**src/rtl/decoder_arbiter_pkg.sv**
```systemverilog
// Shared types and constants for the round-robin decoder arbiter.
// State encoding and requester geometry live here so every file agrees.
package decoder_arbiter_pkg;

    localparam int NUM_REQ = 8;
    localparam int SEL_W   = 3;
    localparam int HOLD_W  = 8;

    typedef enum logic [1:0] {
        IDLE  = 2'd0,
        GRANT = 2'd1,
        GAP   = 2'd2
    } arb_state_t;

endpackage

```
**src/rtl/decoder_arbiter_decoder.sv**
```systemverilog
// 3-to-8 decoder with enable; Out is one-hot on In when E is high.
// Used by the arbiter to turn its registered select into a grant vector.
module decoder
    import decoder_arbiter_pkg::*;
(
    input  logic               E,
    input  logic [SEL_W-1:0]   In,
    output logic [NUM_REQ-1:0] Out
);

    always_comb begin
        Out = '0;
        if (E) begin
            Out[In] = 1'b1;
        end
    end

endmodule

```
**src/rtl/decoder_arbiter.sv**
```systemverilog
// Round-robin arbiter sharing a 3-to-8 decoder among eight requesters.
// Ownership lasts until release or hold timeout, then one dead cycle.
module decoder_arbiter
    import decoder_arbiter_pkg::*;
#(
    parameter int MAX_HOLD = 16
) (
    input  logic               clk,
    input  logic               rst_n,
    input  logic [NUM_REQ-1:0] req,
    output logic               dec_E,
    output logic [SEL_W-1:0]   dec_In,
    output logic [NUM_REQ-1:0] grant,
    output logic               timeout
);

    localparam logic [HOLD_W-1:0] HOLD_LAST =
        (MAX_HOLD == 0) ? '0 : HOLD_W'(MAX_HOLD - 1);
    localparam logic [HOLD_W-1:0] HOLD_SAT = '1;

    arb_state_t        state;
    logic [HOLD_W-1:0] hold_cnt;
    logic [SEL_W-1:0]  last_idx;

    logic              found;
    logic [SEL_W-1:0]  winner;
    logic [SEL_W-1:0]  cand;

    // Search starts just after the previous owner, so it ranks last.
    always_comb begin
        found  = 1'b0;
        winner = last_idx;
        cand   = '0;
        for (int i = 1; i <= NUM_REQ; i++) begin
            cand = last_idx + SEL_W'(i);
            if (!found && req[cand]) begin
                found  = 1'b1;
                winner = cand;
            end
        end
    end

    always_ff @(posedge clk) begin
        if (!rst_n) begin
            state    <= IDLE;
            dec_E    <= 1'b0;
            dec_In   <= '0;
            timeout  <= 1'b0;
            hold_cnt <= '0;
            last_idx <= SEL_W'(NUM_REQ - 1);
        end else begin
            timeout <= 1'b0;
            unique case (state)
                IDLE, GAP: begin
                    hold_cnt <= '0;
                    if (found) begin
                        state  <= GRANT;
                        dec_E  <= 1'b1;
                        dec_In <= winner;
                    end else begin
                        state <= IDLE;
                        dec_E <= 1'b0;
                    end
                end
                GRANT: begin
                    if (!req[dec_In]) begin
                        state    <= GAP;
                        dec_E    <= 1'b0;
                        last_idx <= dec_In;
                        hold_cnt <= '0;
                    end else if (MAX_HOLD != 0 && hold_cnt == HOLD_LAST) begin
                        state    <= GAP;
                        dec_E    <= 1'b0;
                        last_idx <= dec_In;
                        hold_cnt <= '0;
                        timeout  <= 1'b1;
                    end else if (hold_cnt != HOLD_SAT) begin
                        hold_cnt <= hold_cnt + 1'b1;
                    end
                end
                default: begin
                    state <= IDLE;
                    dec_E <= 1'b0;
                end
            endcase
        end
    end

    decoder decoder_1 (
        .E   (dec_E),
        .In  (dec_In),
        .Out (grant)
    );

endmodule

```
**config.mk**
```make
export PLATFORM = sky130hd
export DESIGN_NAME = decoder_arbiter
export DESIGN_NICKNAME = d
export VERILOG_FILES = /design/src/rtl/decoder_arbiter_pkg.sv /design/src/rtl/decoder_arbiter_decoder.sv /design/src/rtl/decoder_arbiter.sv
export SDC_FILE = /design/constraint.sdc
export NUM_CORES = 1
export LEC_CHECK = 0
export CAP_MARGIN = 40
export CORE_MARGIN = 8
export CORE_UTILIZATION = 35
export DETAILED_ROUTE_END_ITERATION = 10
export RECOVER_POWER = 100
export REMOVE_ABC_BUFFERS = 1
export SLEW_MARGIN = 30
export SYNTH_ARGS = -nofsm -noshare
export SYNTH_HDL_FRONTEND = slang
export SYNTH_SLANG_ARGS = --single-unit
```
**constraint.sdc**
```tcl
create_clock -name clk -period 3.89 [get_ports clk]
set_input_delay 0.778 -clock clk [delete_from_list [all_inputs] [get_ports clk]]
set_output_delay 0.778 -clock clk [all_outputs]
set_load 0.02 [all_outputs]
```
### After elaboration in Yosys (flattened, before gate mapping)

Cells that the tools add are included.

* register bits: 18
* bits in latches: 0
* RAM bits: 0
* ROM bits: 0
* input port bits: 10
* output and inout bits: 13
* word-level logic and storage cells: 105
* memories kept: 0

* add/sub/neg operators: 8
* multiply operators: 0
* div/mod/pow operators: 0
* magnitude comparators: 10
* eq/ne operators: 7
* shifts and indexed selects: 0
* multiplexer cells: 52
* bitwise gates (word level): 0
* reduce and logical (&&, ||, !) cells: 22

Operators by type and width (count)
* $lt A3 B4 Y1 const B: 9
* $mux W8: 4
* $mux W3: 10
* $bmux W1 S3: 9
* $mux W1: 23
* $pmux W8 S2: 1
* $add A3 B3 Y3 const B: 4
* $add A8 B1 Y8 const B: 1
* $eq A8 B4 Y1 const B: 1
* $logic_and A1 B1 Y1: 8
* $ne A8 B8 Y1 const B: 1
* $logic_not A1 Y1: 7
* $add A3 B2 Y3 const B: 2
* $reduce_and A2 Y1: 3
* $mux W2: 2
* $ne A4 B4 Y1 const B: 1
* $pmux W2 S2: 1
* $add A3 B1 Y3 const B: 1
* $demux W1 S3: 1
* $ge A3 B1 Y1 const B: 1
* $ne A3 B3 Y1 const B: 1
* $reduce_and A3 Y1: 1
* $eq A2 B1 Y1 const B: 1
* $eq A2 B2 Y1 const B: 1
* 5 further kinds: 5

### Longest topological paths before layout

* word-level depth: 27
* mapped depth: 11
* gate-level depth less buffers: 8

### By module

From an unflattened synthesis, not the netlist that was laid out.

* cell total of the unflattened synthesis: 189
* area, all modules: 1754.2 sq um

Modules (own cells, without submodules)
* decoder_arbiter: times used 1, cells an instance 181, area an instance 1657.8 sq um, seq. area each 360.3 sq um
* decoder: times used 1, cells an instance 8, area an instance 96.3 sq um, seq. area each 0.0 sq um

### Worst setup path after synthesis

OpenSTA, ideal clock, no wires.

* kind: register -> register
* start: reg last_idx[1]
* end: reg dec_In[0]
* library setup time: 0.095 ns
* arrival time: 2.797 ns
* data required time: 3.795 ns
* path slack: 0.997 ns
* cell stages (with the launch flop): 12
* path buffers: 3
* clock period less this slack: 2.893 ns
* cells stage by stage: dfxtp_1 -> buf_2 -> buf_2 -> inv_1 -> ha_1 -> buf_2 -> mux4_2 -> mux2_2 -> nor3_2 -> and4_1 -> o2111ai_1 -> o311ai_1

* longest elaborated chain between the ends: 26
* elaborated cells between the ends (all ways): 54
* those cells by class: add/sub (7); mux (32); reduce/logical (15)

Ends and longest elaborated chain
* start: declaration: line decoder_arbiter.sv:23 `logic [SEL_W-1:0] last_idx;`
* start signal: assignment: line decoder_arbiter.sv:50 `last_idx <= SEL_W'(NUM_REQ - 1);`
* start signal: assignment: line decoder_arbiter.sv:69 `last_idx <= dec_In;`
* start signal: assignment: line decoder_arbiter.sv:74 `last_idx <= dec_In;`
* $add A3 B1 Y3: line decoder_arbiter.sv:35 `cand = last_idx + SEL_W'(i);`
* $bmux W1 S3: line decoder_arbiter.sv:36 `if (!found && req[cand]) begin`
* $mux W1 (not written as such): line decoder_arbiter.sv:36
* $mux W1: line decoder_arbiter.sv:36
* $logic_not A1 Y1: line decoder_arbiter.sv:36
* $logic_and A1 B1 Y1: line decoder_arbiter.sv:36
* $mux W1: line decoder_arbiter.sv:36
* $logic_not A1 Y1: line decoder_arbiter.sv:36
* (+10 left out)
* $mux W1: line decoder_arbiter.sv:36
* $logic_not A1 Y1: line decoder_arbiter.sv:36
* $logic_and A1 B1 Y1: line decoder_arbiter.sv:36
* $mux W1: line decoder_arbiter.sv:36
* $logic_not A1 Y1: line decoder_arbiter.sv:36
* $logic_and A1 B1 Y1: line decoder_arbiter.sv:36
* $mux W1: line decoder_arbiter.sv:36
* $reduce_and A2 Y1 (no line)
* end signal: assignment: line decoder_arbiter.sv:59 `dec_In <= winner;`
* end: declaration: line decoder_arbiter.sv:12 `output logic [SEL_W-1:0] dec_In,`

Parallel ways exist; a longest one is shown, timed or not. The select of a mux whose other input is x is not followed.
A chain may end at the register's enable or synchronous reset.

### Worst setup path in the final report

* start: in req[7]
* end: reg hold_cnt[0]

* longest elaborated chain between the ends: 4
* elaborated cells between the ends (all ways): 6
* those cells by class: eq/ne (1); mux (4); reduce/logical (1)

Ends and longest elaborated chain
* start: declaration: line decoder_arbiter.sv:10 `input logic [NUM_REQ-1:0] req,`
* $bmux W1 S3 (*): line decoder_arbiter.sv:66 `if (!req[dec_In]) begin`
* $mux W1 (not written as such) (*): line decoder_arbiter.sv:66
* $ne A4 B4 Y1 (no line) or $mux W8 (tied branches)
* $reduce_and A2 Y1 (no line) or $pmux W8 S2 (tied branches)
* end signal: assignment: line decoder_arbiter.sv:78 `hold_cnt <= hold_cnt + 1'b1;`
* end: declaration: line decoder_arbiter.sv:22 `logic [HOLD_W-1:0] hold_cnt;`

Mark *: on every way between the ends. The rest lies on a longest branch, timed or not. The select of a mux whose other input is x is not followed.

==> run summary <==
Crit-path max cell delay - 0.62 ns
Synth unique cells - 50
Slowest stage cell, crit path - dlygate4sd3_1
Area grow syn2layout - 17.2%
Post-synth EDFFs - 0
Iteration-0 DRC Markers - 57
Worst-case clock skew - 0.00157 ns
Die W - 85.5 um
Worst path bufs/invs - 1
HP Class - flip-flop to flip-flop
FF-to-FF Start - last_idx[0]$_SDFFE_PN1P_
Post_cts resized - 0
CP Launch Point - req[7]
Residual DRC - 0
# port buffers - 22
Clock root cell - clkbuf_8
Crit path cell chain - dlygate4sd3_1 > mux4_2 > mux2_1 > a41oi_1 > nor2_1 > or4_1 > a21oi_1
Static leakage - 0.774 nW
Setup crit end kind - flip-flop
Setup bufs post-CTS - 0
Clk slew on worst S/H paths - 0.07 ns
Register area share after synthesis - 0.213
H-tree levels - 1
Max_cap viols - 0
Crit path kind - primary input to flip-flop
Avg Inst Size Synth - 9.19 um^2
Layout net count - 219
Maximum VDD drop - 0.280 mV
Via count - 1513
Slew Viols, Final - 0
Final min period - 3.31 ns
Sink Count - 18
Share of layout cells above drive strength 1 - 0.137
Post-DP Area - 1950 um^2
Row count - 25
Gpl congestion - 0.877
Area share of fa/ha/maj cells after synthesis - 0.0222
Post-DP HPWL - 3200 um
Status - complete, no violations
Diode count - 0
Unrepaired setup endpoints after global routing - no
Clock tree buffer depth - 2
R2R cell count - 8
Mux share of post-synthesis cell area - 0.295
Pre-Repair DR Iteration Count - 4
DIE AREA - 7310 um^2
Largest family of logic cells by synthesized area - multiplexers
# fillers - 454
Setup_tns - 0 ns
Post-route ant nets - 0
Vias in the first global route - 1499
Worst Max-Slew Pin Slew - 0.538 ns
Hold Fails Final Rpt - 0
Simple-gate share of the synthesized area - 0.211
CTS tree - done
Initial antenna violation count - 0
Vias per std cell - 5.84
WP depth - 7
Cts hold-fix bufs - 0
WL final - 4190 um
CP Data Required Time - 4.08 ns
Routed wire length per instance - 16.2 um
Top_reg_cell synth - dfxtp_1
Final Instance Area - 1980 um^2
XOR/XNOR Fraction of Synth Area - 0.0415
Initial Utilization - 0.360
Max Freq - 302 MHz
Startpoint types - primary input
Synthesized flop and latch total - 18
Final period util - 0.852
Clock latency on the worst-skew pair - 0.25 ns
Largest net degree at the start of global routing - 17
Synth warn - 0
Arrival @ worst endpoint - 3.50 ns
Worst hold start - hold_cnt[1]$_SDFFE_PN0P_
Crit path max fanout - 7
Compound-gate portion of the synthesized area - 0.177
Global-route wire length before repair - 6980 um
Grt ovf - 0
Power Density - 622 nW/um^2
Async SR Flop Fraction - 0
Total clock buffers created by CTS - 3
Syn Inst Count - 184
GRT Total Usage - 0.115
Top-Level Pins - 23
Hold depth - 2
CP top delay family - multiplexers
Worst rel slew slack - 0.639
Final setup fails - 0
Die Y - 85.5 um
Core area - 4690 um^2
Post-synth design cell area - 1690 um^2
[metal layers]
metal  global-route usage  up-vias  routed length, um
met5                    0        -                  0
met4               0.0318        0                 42
met3               0.0296        6                155
met2                0.185       36               1950
met1                0.148      719               2040
li1                     -      752                  -
[sequential cells by signal, summed over array words and instances, names as in the netlist]
signal / flops
dec_In: 3
dec_E: 1
last_idx: 3
state: 2
hold_cnt: 8
timeout: 1
[cell type report]
class / instances / area, um^2 / share of cell area
Clock buffer: 4 / 55.1 / 0.0278
Inverter: 7 / 26.3 / 0.0133
Multi-Input combinational cell: 152 / 1240 / 0.624
Sequential cell: 18 / 360 / 0.182
Tap cell: 54 / 67.6 / 0.0341
Timing Repair Buffer: 24 / 235 / 0.119
[worst paths after layout]
check	to	slack (ns)
worst min-delay path	hold_cnt[1]$_SDFFE_PN0P_	0.48
worst min register to register	hold_cnt[1]$_SDFFE_PN0P_	0.48
worst max-delay path	hold_cnt[0]$_SDFFE_PN0P_	0.58
worst max register to register	dec_In[0]$_SDFFE_PN0P_	1.02
[cell families after synthesis]
logic type                 count (synthesis)
muxes                                     31
DFF                                       18
adders and majority gates                  3
xor gates and xnor gates                   8
buffers and inverters                     14
and+or+nand+nor                           70
AOI/OAI and AO/OA                         40
[cell usage in the layout, fill, tap and decap left out, types with 6 or more instances in the layout]
master,n
a21oi_1,10
clkdlybuf4s50_1,8
dfxtp_1,18
dlygate4sd3_1,14
inv_1,6
mux2_2,6
mux2i_1,10
mux4_2,14
nand2_1,15
nor2_1,21
[power breakdown]
group,switching (W),internal (W),total [W]
clock network,0.0000641,0.0000899,0.000154
registers,0.0000528,0.000213,0.000266
logic,0.000437,0.000376,0.000813
[synth_stat cells (all sizes together), types with 4 or more instances]
library cell / instances / area [um^2]
nor2: 21 / 81.3
dfxtp: 18 / 360
nand2: 15 / 56.3
mux4: 14 / 315
a21oi: 10 / 50.1
mux2i: 10 / 100
mux2: 7 / 82.6
buf: 6 / 38.8
inv: 6 / 22.5
and2: 5 / 31.3
and3: 5 / 31.3
nand2b: 5 / 31.3
nand3: 5 / 25.0
o21ai: 5 / 25.0
xor2: 5 / 43.8
o2111ai: 4 / 35.0
[metrics by stage]
stage	util	power, W	cells	hold WS (ns)	setup slack, ns
floorplan	-	0.000897	177	0.444	0.923
global placement	0.416	0.00111	255	0.480	0.722
detailed placement	0.416	0.00110	255	0.467	0.690
CTS	0.427	0.00126	259	0.475	0.948
global route	0.422	0.00133	259	0.509	0.413
finish	0.422	0.00123	259	0.476	0.575
[worst reg2reg max path: cells and delay by family (launching register included)]
family | cells | cell delay (ns)
muxes | 2 | 0.98
buffers and inverters | 1 | 0.10
and+or+nand+nor | 2 | 0.51
DFF | 1 | 0.33
adders and majority gates | 1 | 0.51
AOI/OAI and AO/OA | 2 | 0.34
Power figures use the tool's default switching activity.
